$ cat src/rtl/instr_fetch_unit_if.sv
// Decode-side bus of the instruction fetch stage: control and memory-load
// inputs toward the fetch unit, registered instruction/PC/valid back out.
interface instr_fetch_unit_if #(
  parameter int DATA_W = 32,
  parameter int ADDR_W = 5
);
  logic              stall;
  logic              redirect_en;
  logic [DATA_W-1:0] redirect_pc;
  logic              load_mem_en;
  logic [ADDR_W-1:0] load_mem_addr;
  logic [DATA_W-1:0] load_mem_data;
  logic [DATA_W-1:0] instr;
  logic [DATA_W-1:0] pc_out;
  logic              instr_valid;

  modport master (
    output stall, redirect_en, redirect_pc,
    output load_mem_en, load_mem_addr, load_mem_data,
    input  instr, pc_out, instr_valid
  );

  modport slave (
    input  stall, redirect_en, redirect_pc,
    input  load_mem_en, load_mem_addr, load_mem_data,
    output instr, pc_out, instr_valid
  );
endinterface

$ cat src/rtl/instr_fetch_unit.sv
// Instruction fetch stage: loadable word memory, program counter and a
// registered instruction/PC/valid output with a one-cycle redirect bubble.
module instr_fetch_unit #(
  parameter int                DATA_W   = 32,
  parameter int                ADDR_W   = 5,
  parameter logic [DATA_W-1:0] RESET_PC = '0
) (
  input logic              clk,
  input logic              rst_n,
  instr_fetch_unit_if.slave bus
);

  localparam int DEPTH = 1 << ADDR_W;
  localparam logic [DATA_W-1:0] WORD_MASK  = ~DATA_W'(3);
  localparam logic [DATA_W-1:0] RESET_WORD = RESET_PC & WORD_MASK;

  typedef enum logic [1:0] {
    OP_FETCH,
    OP_HOLD,
    OP_BUBBLE,
    OP_LOAD
  } op_e;

  logic [DATA_W-1:0] mem [0:DEPTH-1];

  logic [DATA_W-1:0] pc_reg;
  logic [DATA_W-1:0] pc_next;
  logic [DATA_W-1:0] instr_reg;
  logic [DATA_W-1:0] pc_out_reg;
  logic              valid_reg;
  logic [ADDR_W-1:0] fetch_idx;
  op_e               op_next;

  // Higher PC bits are dropped here, so fetch wraps modulo the memory depth.
  assign fetch_idx = pc_reg[ADDR_W+1:2];

  // Priority decode: load > redirect > stall > fetch.
  always_comb begin
    op_next = OP_FETCH;
    pc_next = pc_reg + DATA_W'(4);
    if (bus.load_mem_en) begin
      op_next = OP_LOAD;
      pc_next = pc_reg;
    end else if (bus.redirect_en) begin
      op_next = OP_BUBBLE;
      pc_next = bus.redirect_pc & WORD_MASK;
    end else if (bus.stall) begin
      op_next = OP_HOLD;
      pc_next = pc_reg;
    end
  end

  // Memory has no reset so its contents survive rst_n; loads are ignored in reset.
  always_ff @(posedge clk) begin
    if (rst_n && op_next == OP_LOAD) begin
      mem[bus.load_mem_addr] <= bus.load_mem_data;
    end
  end

  always_ff @(posedge clk) begin
    if (!rst_n) begin
      pc_reg     <= RESET_WORD;
      instr_reg  <= '0;
      pc_out_reg <= '0;
      valid_reg  <= 1'b0;
    end else begin
      pc_reg <= pc_next;
      unique case (op_next)
        OP_FETCH: begin
          instr_reg  <= mem[fetch_idx];
          pc_out_reg <= pc_reg;
          valid_reg  <= 1'b1;
        end
        OP_BUBBLE: begin
          instr_reg <= '0;
          valid_reg <= 1'b0;
        end
        OP_LOAD: begin
          valid_reg <= 1'b0;
        end
        default: ;
      endcase
    end
  end

  assign bus.instr       = instr_reg;
  assign bus.pc_out      = pc_out_reg;
  assign bus.instr_valid = valid_reg;

endmodule

$ cat src/flat_wrapper.sv
// flat-port wrapper written by rule: the top's interface ports become plain ports
module instr_fetch_unit_flat 
#(
  parameter int                DATA_W   = 32,
  parameter int                ADDR_W   = 5,
  parameter logic [DATA_W-1:0] RESET_PC = '0
)
  (clk, rst_n, bus_stall, bus_redirect_en, bus_redirect_pc, bus_load_mem_en, bus_load_mem_addr, bus_load_mem_data, bus_instr, bus_pc_out, bus_instr_valid);
  instr_fetch_unit_if #(.DATA_W(DATA_W), .ADDR_W(ADDR_W)) bus_i ();
  input logic clk;
  input logic rst_n;
  input wire logic [$bits(bus_i.stall)-1:0] bus_stall;
  input wire logic [$bits(bus_i.redirect_en)-1:0] bus_redirect_en;
  input wire logic [$bits(bus_i.redirect_pc)-1:0] bus_redirect_pc;
  input wire logic [$bits(bus_i.load_mem_en)-1:0] bus_load_mem_en;
  input wire logic [$bits(bus_i.load_mem_addr)-1:0] bus_load_mem_addr;
  input wire logic [$bits(bus_i.load_mem_data)-1:0] bus_load_mem_data;
  output wire logic [$bits(bus_i.instr)-1:0] bus_instr;
  output wire logic [$bits(bus_i.pc_out)-1:0] bus_pc_out;
  output wire logic [$bits(bus_i.instr_valid)-1:0] bus_instr_valid;
  assign bus_i.stall = bus_stall;
  assign bus_i.redirect_en = bus_redirect_en;
  assign bus_i.redirect_pc = bus_redirect_pc;
  assign bus_i.load_mem_en = bus_load_mem_en;
  assign bus_i.load_mem_addr = bus_load_mem_addr;
  assign bus_i.load_mem_data = bus_load_mem_data;
  assign bus_instr = bus_i.instr;
  assign bus_pc_out = bus_i.pc_out;
  assign bus_instr_valid = bus_i.instr_valid;
  instr_fetch_unit #(.DATA_W(DATA_W), .ADDR_W(ADDR_W), .RESET_PC(RESET_PC)) u_core (.clk(clk), .rst_n(rst_n), .bus(bus_i));
endmodule
$ cat config.mk
export PLATFORM = sky130hd
export DESIGN_NAME = instr_fetch_unit_flat
export DESIGN_NICKNAME = d
export VERILOG_FILES = /design/src/rtl/instr_fetch_unit_if.sv /design/src/rtl/instr_fetch_unit.sv /design/src/flat_wrapper.sv
export SDC_FILE = /design/constraint.sdc
export NUM_CORES = 1
export LEC_CHECK = 0
export CORE_AREA = 2 2 385 387
export DETAILED_ROUTE_END_ITERATION = 8
export DIE_AREA = 0 0 387 389
export SLEW_MARGIN = 10
export SYNTH_ARGS = -nofsm -noshare
export SYNTH_HDL_FRONTEND = slang
export SYNTH_SLANG_ARGS = --single-unit
export TNS_END_PERCENT = 10
$ cat constraint.sdc
create_clock -name clk -period 5.6 [get_ports clk]
set_input_delay 0.56 -clock clk [delete_from_list [all_inputs] [get_ports clk]]
set_output_delay 0.56 -clock clk [all_outputs]
set_load 0.02 [all_outputs]
==> flow_summary.toml, run 1 <==
[run_status]
status = "complete, but fails checks"
violations = "antenna rules"

[pwr]
power-per-cell-area_nw_per_um2 = 348
max-vdd-ir-drop_v = 0.000259
power_mw = 17.9
leakage_nw = 15.6

[placed_design]
io_buffer_count = 134
hpwl_mm = 66.2
place_congestion = 0.800
place_area_um2 = 47700

[sta]
setup_viol = 0
min_period_ns = 3.64
rsz0062_at_grt = "no"
fmax_mhz = 275
tightest_slew_ns = 1.26
hold_violations = 0
finalClockSkew_ns = 0.0501
setup-tns-final_ns = 0
final-max-slew-violation-count = 0
period_share_pct = 65.0
slew-limit-headroom_pct = 16.1

[worst_setup_path]
cp_slowest_stage_delay_ns = 1.07
r2r_cells = 6
rr_endpoint = "u_core.bus.instr[3]"
crit_buf_inv = 2
cp_slowest_cell = "nor2_4"
cp-end-kind = "flop"
critPathLaunch = "bus_load_mem_en"
critPathCapture = "u_core.mem[23][4]"
reg2reg_slack_ns = 2.40
path_cells = "clkdlybuf4s50_1 -> nand4_1 -> nor2_4 -> buf_4"
path_delay_family = "simple AND/OR/NAND/NOR gates"
cp_num_cells = 4
required_ns = 5.92
cp_max_fo = 18
start_kind = "input pin"
crit_type = "input pin to flop"
crit_arrival_ns = 3.96

[detailed_routing]
drc = 0
wirelength_mm = 114
detail_route.vias_per_cell = 5.07
firstDrtPassIters = 5
drtAntennaViolNets = 1
vias = 23500
wl_per_cell_um = 24.6
drtIter0Drc = 2399

[grt]
grt_first_pass_wirelength_mm = 165
antenna_found_initial = 9
grt_use_total_pct = 14.9
grt_pass1_vias = 23300
grt_max_degree = 86
grt-ovfl-total = 0

[yosys]
synth_edf_count = 1024
synthFlopType = "edfxtp_1"
yosysWarningCount = 0
syn_area_per_cell_um2 = 18.0
synthDominantCellAreaShare_pct = 70.5
synth_common_cells = "1024 x edfxtp_1, 196 x mux2i_1, 160 x mux4_2"
synth-seq-cells = 1122
syn_area_um2 = 43600
async_reset_ff_share_pct = 0
ys_types = 57
synthCells = 2429
synth.most_common_cell = "edfxtp_1"
synth.area.top_cells = "edfxtp_1 71%, mux4_2 8.3%, dfxtp_1 4.5%"
yosys.area.top_type = "edfxtp_1"
yosysSeqAreaShare_pct = 75.0

[run]
cap_violations = 0

[layout]
fillers = 13600
regArea_um2 = 32700
syn2layout_area_growth_pct = 17.9
multi_input_area_um2 = 10500
final_nets = 2666
largest_reg_flops = 1024
drive_gt1_share_pct = 18.3
final_area_um2 = 51400

[cts]
root_buffer = "clkbuf_16"
htreeDepth = 3
post_cts_buffers = 0
cts_sinks = 1122
cts_resized = 0
hold_buffers = 0
cts_tree = "done"
clk_path_buf_depth = 3
path_clk_slew_ns = 0.06
clk_latency_ns = 0.71
cts_buffers = 113

[floorplan]
die_w_um = 387
die_h_um = 389
row_count = 141
fp.coreArea_um2 = 147000
design.die.area_um2 = 151000
io_pins = 139
start_util_pct = 29.7

[min_path]
min_path_type = "input pin to flop"
hold_depth = 1
[kinds of logic (layout without fill, tap and decap cells)]
family	count (synthesis)	count (layout)	share of synthesized area (%)
compound gates	349	349	5.39
buf+inv	169	429	1.57
flops	1122	1122	75.0
mux	388	388	13.6
fa+ha+maj	1	1	0.0287
other cells	1	7	0.00860
simple gates	399	399	4.40
[stage by stage]
stage	setup WS [ns]	utilization (%)	instances	hold slack, ns
2_1_floorplan	2.41	-	2430	0.444
3_3_place_gp	1.32	32.5	4406	0.446
3_5_place_dp	1.30	32.5	4406	0.447
4_1_cts	1.98	35.1	4620	0.455
5_1_grt	1.90	35.1	4620	0.396
6_report	1.96	35.1	4625	0.387
[worst register-to-register path: cells and delay by family (launching register included)]
kind	cells	cell delay, ns
AOI/OAI and AO/OA	3	0.75
buffers and inverters	1	0.51
DFF	1	0.86
and+or+nand+nor	2	0.91
[per-layer routing]
layer / GRT usage [%] / up-vias / routed length (um) / part of all wire, %
li1: - / 10200 / - / -
met1: 20.4 / 12300 / 50200 / 44
met2: 24.3 / 821 / 54000 / 47
met3: 2.91 / 176 / 7250 / 6.4
met4: 3.64 / 2 / 2440 / 2.1
met5: 0 / - / 9 / 0.0079
[report_power, final]
part	internal, mW	switching (mW)	leakage, nW	total [mW]
Combinational	0.430	0.611	3.73	1.04
Sequential	9.22	0.0954	10.0	9.31
Clock	4.30	3.21	1.82	7.51
Total	14.0	3.91	15.6	17.9
[cell usage in the layout (no fill, tap or decap), types with 36 or more instances in the layout]
| cell type | Yosys | final |
|---|---|---|
| edfxtp_1 | 1024 | 1024 |
| mux2i_1 | 196 | 196 |
| mux4_2 | 160 | 160 |
| nand2_1 | 133 | 133 |
| clkdlybuf4s50_1 | 0 | 131 |
| clkbuf_16 | 0 | 113 |
| dfxtp_1 | 98 | 93 |
| nor2_1 | 120 | 87 |
| a21oi_1 | 84 | 84 |
| o22ai_1 | 67 | 67 |
| a211oi_1 | 66 | 66 |
| buf_4 | 2 | 64 |
| a22oi_1 | 37 | 37 |
| nand4_1 | 36 | 36 |
[how the worst min path moves through the flow]
stage / from / endpoint
detailed placement: u_core.bus.pc_out[12] / u_core.bus.pc_out[12]
finish: bus_load_mem_data[11] / u_core.mem[11][11]
floorplan: u_core.pc_reg[22] / u_core.bus.pc_out[22]
CTS: u_core.bus.pc_out[12] / u_core.bus.pc_out[12]
global placement: u_core.bus.pc_out[28] / u_core.bus.pc_out[28]
global route: bus_load_mem_data[11] / u_core.mem[11][11]
[cell type report]
type | count | area share [%]
Inverter | 6 | 0.0462
Clock inverter | 54 | 1.13
Antenna cell | 5 | 0.0243
Tap cell | 1930 | 4.70
Timing Repair Buffer | 209 | 3.94
Multi-Input combinational cell | 1139 | 20.4
Sequential cell | 1122 | 63.7
Clock buffer | 160 | 6.12
Note: power is estimated with default switching activity, not from simulation.
==> run 2: changes to the inputs <==
==> constraint.sdc (replaced) <==
create_clock -name clk -period 3 [get_ports clk]
set_input_delay 0.3 -clock clk [delete_from_list [all_inputs] [get_ports clk]]
set_output_delay 0.3 -clock clk [all_outputs]
set_load 0.02 [all_outputs]
==> run 2 against run 1 <==
The run now ends clean. Utilization grew 0.62 points. Sequential cell count unchanged. Design area grew 1.8%. Critical path type is now flop to output pin. Sequential power rose by 86%. Critical path depth is 3 lower. Setup slack got worse by 1.5 ns. Final cell count rose by 1.4%. Largest power group unchanged. Combinational power grew 100%.
==> flow_summary.toml, run 2 (synthesis gave the netlist of run 1 again) <==
[sta]
fmax_mhz = 398
final-max-slew-violation-count = 0
setup_viol = 0
hold_violations = 0
tightest_slew_ns = 1.08
finalClockSkew_ns = 0.0289
hold_ws_ns = 0.0775
setup-tns-final_ns = 0
slew-limit-headroom_pct = 27.8
rsz0062_at_grt = "no"
period_share_pct = 83.8
min_period_ns = 2.51

[grt]
grt_use_total_pct = 15.3
grt_first_pass_wirelength_mm = 169
antenna_found_initial = 14
grt_pass1_vias = 23600
grt-ovfl-total = 0
grt_max_degree = 65

[placed_design]
hpwl_mm = 71.2
io_buffer_count = 134
place_congestion = 0.795
place_area_um2 = 48700

[cts]
cts_resized = 0
hold_buffers = 0
htreeDepth = 3
cts_tree = "done"
post_cts_buffers = 0
clk_latency_ns = 0.72
root_buffer = "clkbuf_16"
cts_sinks = 1122
cts_buffers = 110
clk_path_buf_depth = 3
path_clk_slew_ns = 0.06

[worst_setup_path]
path_delay_family = "buffers and inverters"
crit_arrival_ns = 2.21
start_kind = "flop"
reg2reg_slack_ns = 0.52
crit_buf_inv = 1
cp-end-kind = "output pin"
rr_endpoint = "u_core.pc_reg[29]"
reg2reg_from = "u_core.pc_reg[10]"
r2r_cells = 5
required_ns = 2.70
crit_type = "flop to output pin"
cp_slowest_cell = "clkdlybuf4s50_1"
cp_slowest_stage_delay_ns = 0.80
path_cells = "clkdlybuf4s50_1"
cp_max_fo = 4

[floorplan]
design.die.area_um2 = 151000
io_pins = 139
fp.coreArea_um2 = 147000
die_h_um = 389
row_count = 141
die_w_um = 387
start_util_pct = 29.7

[layout]
diodes = 0
finish.utilization_pct = 35.7
drive_gt1_share_pct = 19.8
fillers = 13600
multi_input_area_um2 = 10500
largest_reg_flops = 1024
final_cell_mix = "1024 x edfxtp_1, 196 x mux2i_1, 160 x mux4_2, 133 x nand2_1, 133 x clkdlybuf4s50_1"
syn2layout_area_growth_pct = 20.0
layout.cells.most_common = "edfxtp_1"
regArea_um2 = 32700
final_area_um2 = 52300
final_nets = 2736

[detailed_routing]
firstDrtPassIters = 6
drtAntennaViolNets = 0
vias = 24100
drc = 0
wl_per_cell_um = 25.1
detail_route.vias_per_cell = 5.14
wirelength_mm = 118
drtIter0Drc = 2506

[min_path]
min_path_type = "input pin to flop"
whs_endpoint = "u_core.pc_reg[24]"
hold_depth = 3
hold_start = "bus_redirect_en"

[pwr]
power-per-cell-area_nw_per_um2 = 633
power_mw = 33.1
leakage_nw = 16.0
max-vdd-ir-drop_v = 0.000508

[run]
cap_violations = 0

[run_status]
status = "finished clean"
-- run 2: how the worst max path moves through the flow --
stage / startpoint / end / slack (ns) / cells past startpoint
2_1_floorplan: bus_load_mem_en / u_core.mem[12][0] / 0.07 / 5
3_3_place_gp: bus_stall / u_core.bus.instr[11] / 0.45 / 7
3_5_place_dp: bus_stall / u_core.bus.instr[25] / 0.46 / 7
4_1_cts: u_core.bus.instr[31] / bus_instr[31] / 0.40 / 1
5_1_grt: u_core.pc_reg[2] / u_core.pc_reg[30] / 0.36 / 6
6_report: u_core.bus.instr[31] / bus_instr[31] / 0.49 / 1
-- run 2: routing by layer --
layer / share of wire [%] / GRT usage (%) / vias up
met5: 0.048 / 0 / -
met3: 6.7 / 2.65 / 157
met4: 2.2 / 3.86 / 8
met1: 44 / 21.4 / 12700
li1: - / - / 10300
met2: 47 / 24.9 / 913
-- run 2: stage by stage --
step	cells	setup WS (ns)
6_report	4689	0.485
5_1_grt	4689	0.358
4_1_cts	4689	0.401
3_5_place_dp	4479	0.458
3_3_place_gp	4479	0.450
2_1_floorplan	2430	0.0691
-- run 2: final cells by class --
cell class,count,area share (%)
inverter,6,0.0454
timing repair buffer,282,5.92
clock inverter,52,1.11
sequential,1122,62.6
clock buffer,158,5.72
tap,1930,4.62
multi-input combinational,1139,20.0
-- run 2: where the power goes --
group          internal [mW]  switching (mW)  total, mW  leakage (nW)
Clock                   7.76            5.91       13.7          1.72
Combinational          0.878            1.21       2.09          4.23
Sequential              17.2           0.145       17.3          10.0
Total                   25.8            7.26       33.1          16.0
==> run 3: changes to the inputs <==
==> constraint.sdc (replaced) <==
create_clock -name clk -period 2.6 [get_ports clk]
set_input_delay 0.26 -clock clk [delete_from_list [all_inputs] [get_ports clk]]
set_output_delay 0.26 -clock clk [all_outputs]
set_load 0.02 [all_outputs]
==> run 3 against run 2 <==
Utilization grew 0.74 points. Final cell count rose by 1.4%. Global-route usage rose by 0.22 points. Routed wire length grew 1.2%. Register-to-register slack got worse by 0.27 ns. Hold slack improved by 0.010 ns. Setup slack worse by 0.28 ns. Combinational power up 22%. Critical path depth unchanged. Sequential share of layout area shrank 1.3 points. Die area stayed put.
==> flow_summary.toml, run 3 (synthesis gave the netlist of run 1 again) <==
[pwr]
pwr-share-clk_pct = 42.6
power-per-cell-area_nw_per_um2 = 736
leakage_nw = 16.5
power.internal_mw = 30.6
p_seq_share_pct = 50.9
swShare_pct = 22.1
max-vdd-ir-drop_v = 0.000578
switchingPower_mw = 8.68
p_comb_share_pct = 6.5

[worst_setup_path]
cp_slowest_cell = "clkdlybuf4s50_1"
start_kind = "flop"
rr_endpoint = "u_core.pc_reg[30]"
reg2reg_slack_ns = 0.25
critPathLaunch = "u_core.bus.instr[26]"
reg2reg_from = "u_core.pc_reg[15]"
r2r_cells = 5
cp_max_fo = 4
crit_type = "flop to output pin"
required_ns = 2.34
path_cells = "clkdlybuf4s50_1"
crit_buf_inv = 1
cp-end-kind = "output pin"
crit_arrival_ns = 2.14
path_delay_family = "buffers and inverters"
cp_slowest_stage_delay_ns = 0.72

[floorplan]
row_count = 141
start_util_pct = 29.7
design.die.area_um2 = 151000
die_h_um = 389
die_w_um = 387
fp.coreArea_um2 = 147000
io_pins = 139

[layout]
final_cell_mix = "1024 x edfxtp_1, 196 x mux2i_1, 160 x mux4_2, 133 x nand2_1, 133 x clkdlybuf4s50_1"
syn2layout_area_growth_pct = 22.4
multi_input_area_um2 = 10500
drive_gt1_share_pct = 22.7
largest_reg_flops = 1024
fillers = 13500
final_nets = 2798
regArea_um2 = 32700
layout.cells.most_common = "edfxtp_1"
final_cells = 4753

[sta]
rsz0062_at_grt = "no"
setup_viol = 0
hold_violations = 0
worst_slack_ns = 0.204
fmax_mhz = 417
period_share_pct = 92.2
finalClockSkew_ns = 0.0405
tightest_slew_ns = 0.970
final-max-slew-violation-count = 0
slew-limit-headroom_pct = 35.2
min_period_ns = 2.40

[grt]
antenna_found_initial = 7
grt-ovfl-total = 0
grt_max_degree = 65
grt_pass1_vias = 23700
grt_first_pass_wirelength_mm = 171
grt_use_total_pct = 15.6

[cts]
clk_latency_ns = 0.72
hold_buffers = 0
post_cts_buffers = 0
path_clk_slew_ns = 0.07
cts_sinks = 1122
cts_buffers = 111
clk_path_buf_depth = 3
root_buffer = "clkbuf_16"
cts_tree = "done"
htreeDepth = 3
cts_resized = 0

[placed_design]
hpwl_mm = 73.0
dp_cells = 4540
io_buffer_count = 134
place_congestion = 0.827
place_ws_ns = 0.143

[min_path]
min_path_type = "input pin to flop"
hold_start = "bus_redirect_en"
whs_endpoint = "u_core.pc_reg[30]"
hold_depth = 4

[detailed_routing]
drtIter0Drc = 2652
met3WireLength_mm = 8.01
drtAntennaViolNets = 0
firstDrtPassIters = 5
highest_layer = "met5"
vias = 24200
wl_per_cell_um = 25.1
wl_met1_mm = 52.6
drc = 0
detail_route.vias_per_cell = 5.10
wl_met2_mm = 56.3
wirelength_mm = 119

[run_status]
status = "finished clean"

[run]
cap_violations = 0
## run 3: cell types whose count changed in the layout (fill, tap and decap cells not counted), sizes merged
cell / previous run / this run
clkinv: 37 / 53
bufinv: 9 / 13
clkinvlp: 3 / 6
diode: 0 / 1
buf: 149 / 210
clkbuf: 158 / 135
inv: 9 / 11
## run 3: area by class of cell
cell class	instances	area share, %
inverters	6	0.0445
well taps	1930	4.52
repair buffers	343	7.29
diodes	1	0.00469
multi-input cells	1139	19.6
clock inverters	77	1.54
clock buffers	135	5.68
flip-flops and latches	1122	61.3
## run 3: stage by stage
stage / total power [mW] / area, um^2 / utilization (%) / TNS, ns / hold WS [ns]
6_report: 39.3 / 53400 / 36.4 / 0 / 0.0879
5_1_grt: 40.5 / 53400 / 36.4 / 0 / 0.0977
2_1_floorplan: 21.7 / 43600 / - / -113.83 / 0.359
4_1_cts: 39.6 / 53400 / 36.4 / 0 / 0.0223
3_5_place_dp: 22.9 / 49500 / 33.8 / 0 / 0.448
3_3_place_gp: 22.9 / 49500 / 33.8 / 0 / 0.448
## run 3: per-layer routing
metal | vias to the layer above | track usage [%]
met4 | 4 | 3.91
li1 | 10500 | -
met3 | 164 | 2.96
met2 | 891 | 25.1
met1 | 12700 | 21.6
met5 | - | 0
## run 3: power by group through the flow
stage          Combinational [mW]  Sequential [mW]  Clock [mW]
6_report                     2.54             20.0        16.7
5_1_grt                      2.73             20.0        17.8
4_1_cts                      2.57             20.0        17.0
3_5_place_dp                 2.56             20.4           0
3_3_place_gp                 2.54             20.4           0
2_1_floorplan                1.38             20.3           0
## run 3: worst max path at each step
stage,to,slack [ns],depth (start not counted)
floorplan,u_core.mem[12][0],-0.29,5
finish,bus_instr[26],0.20,1
global route,bus_instr[21],0.10,1
detailed placement,u_core.bus.instr[10],0.14,7
CTS,bus_instr[21],0.15,1
global placement,u_core.mem[27][24],0.13,6
## run 3: worst min-delay path: stages
cell and delay, ns:
buf_2 0.12, or3_1 0.18, or4_1 0.13, a31oi_1 0.06
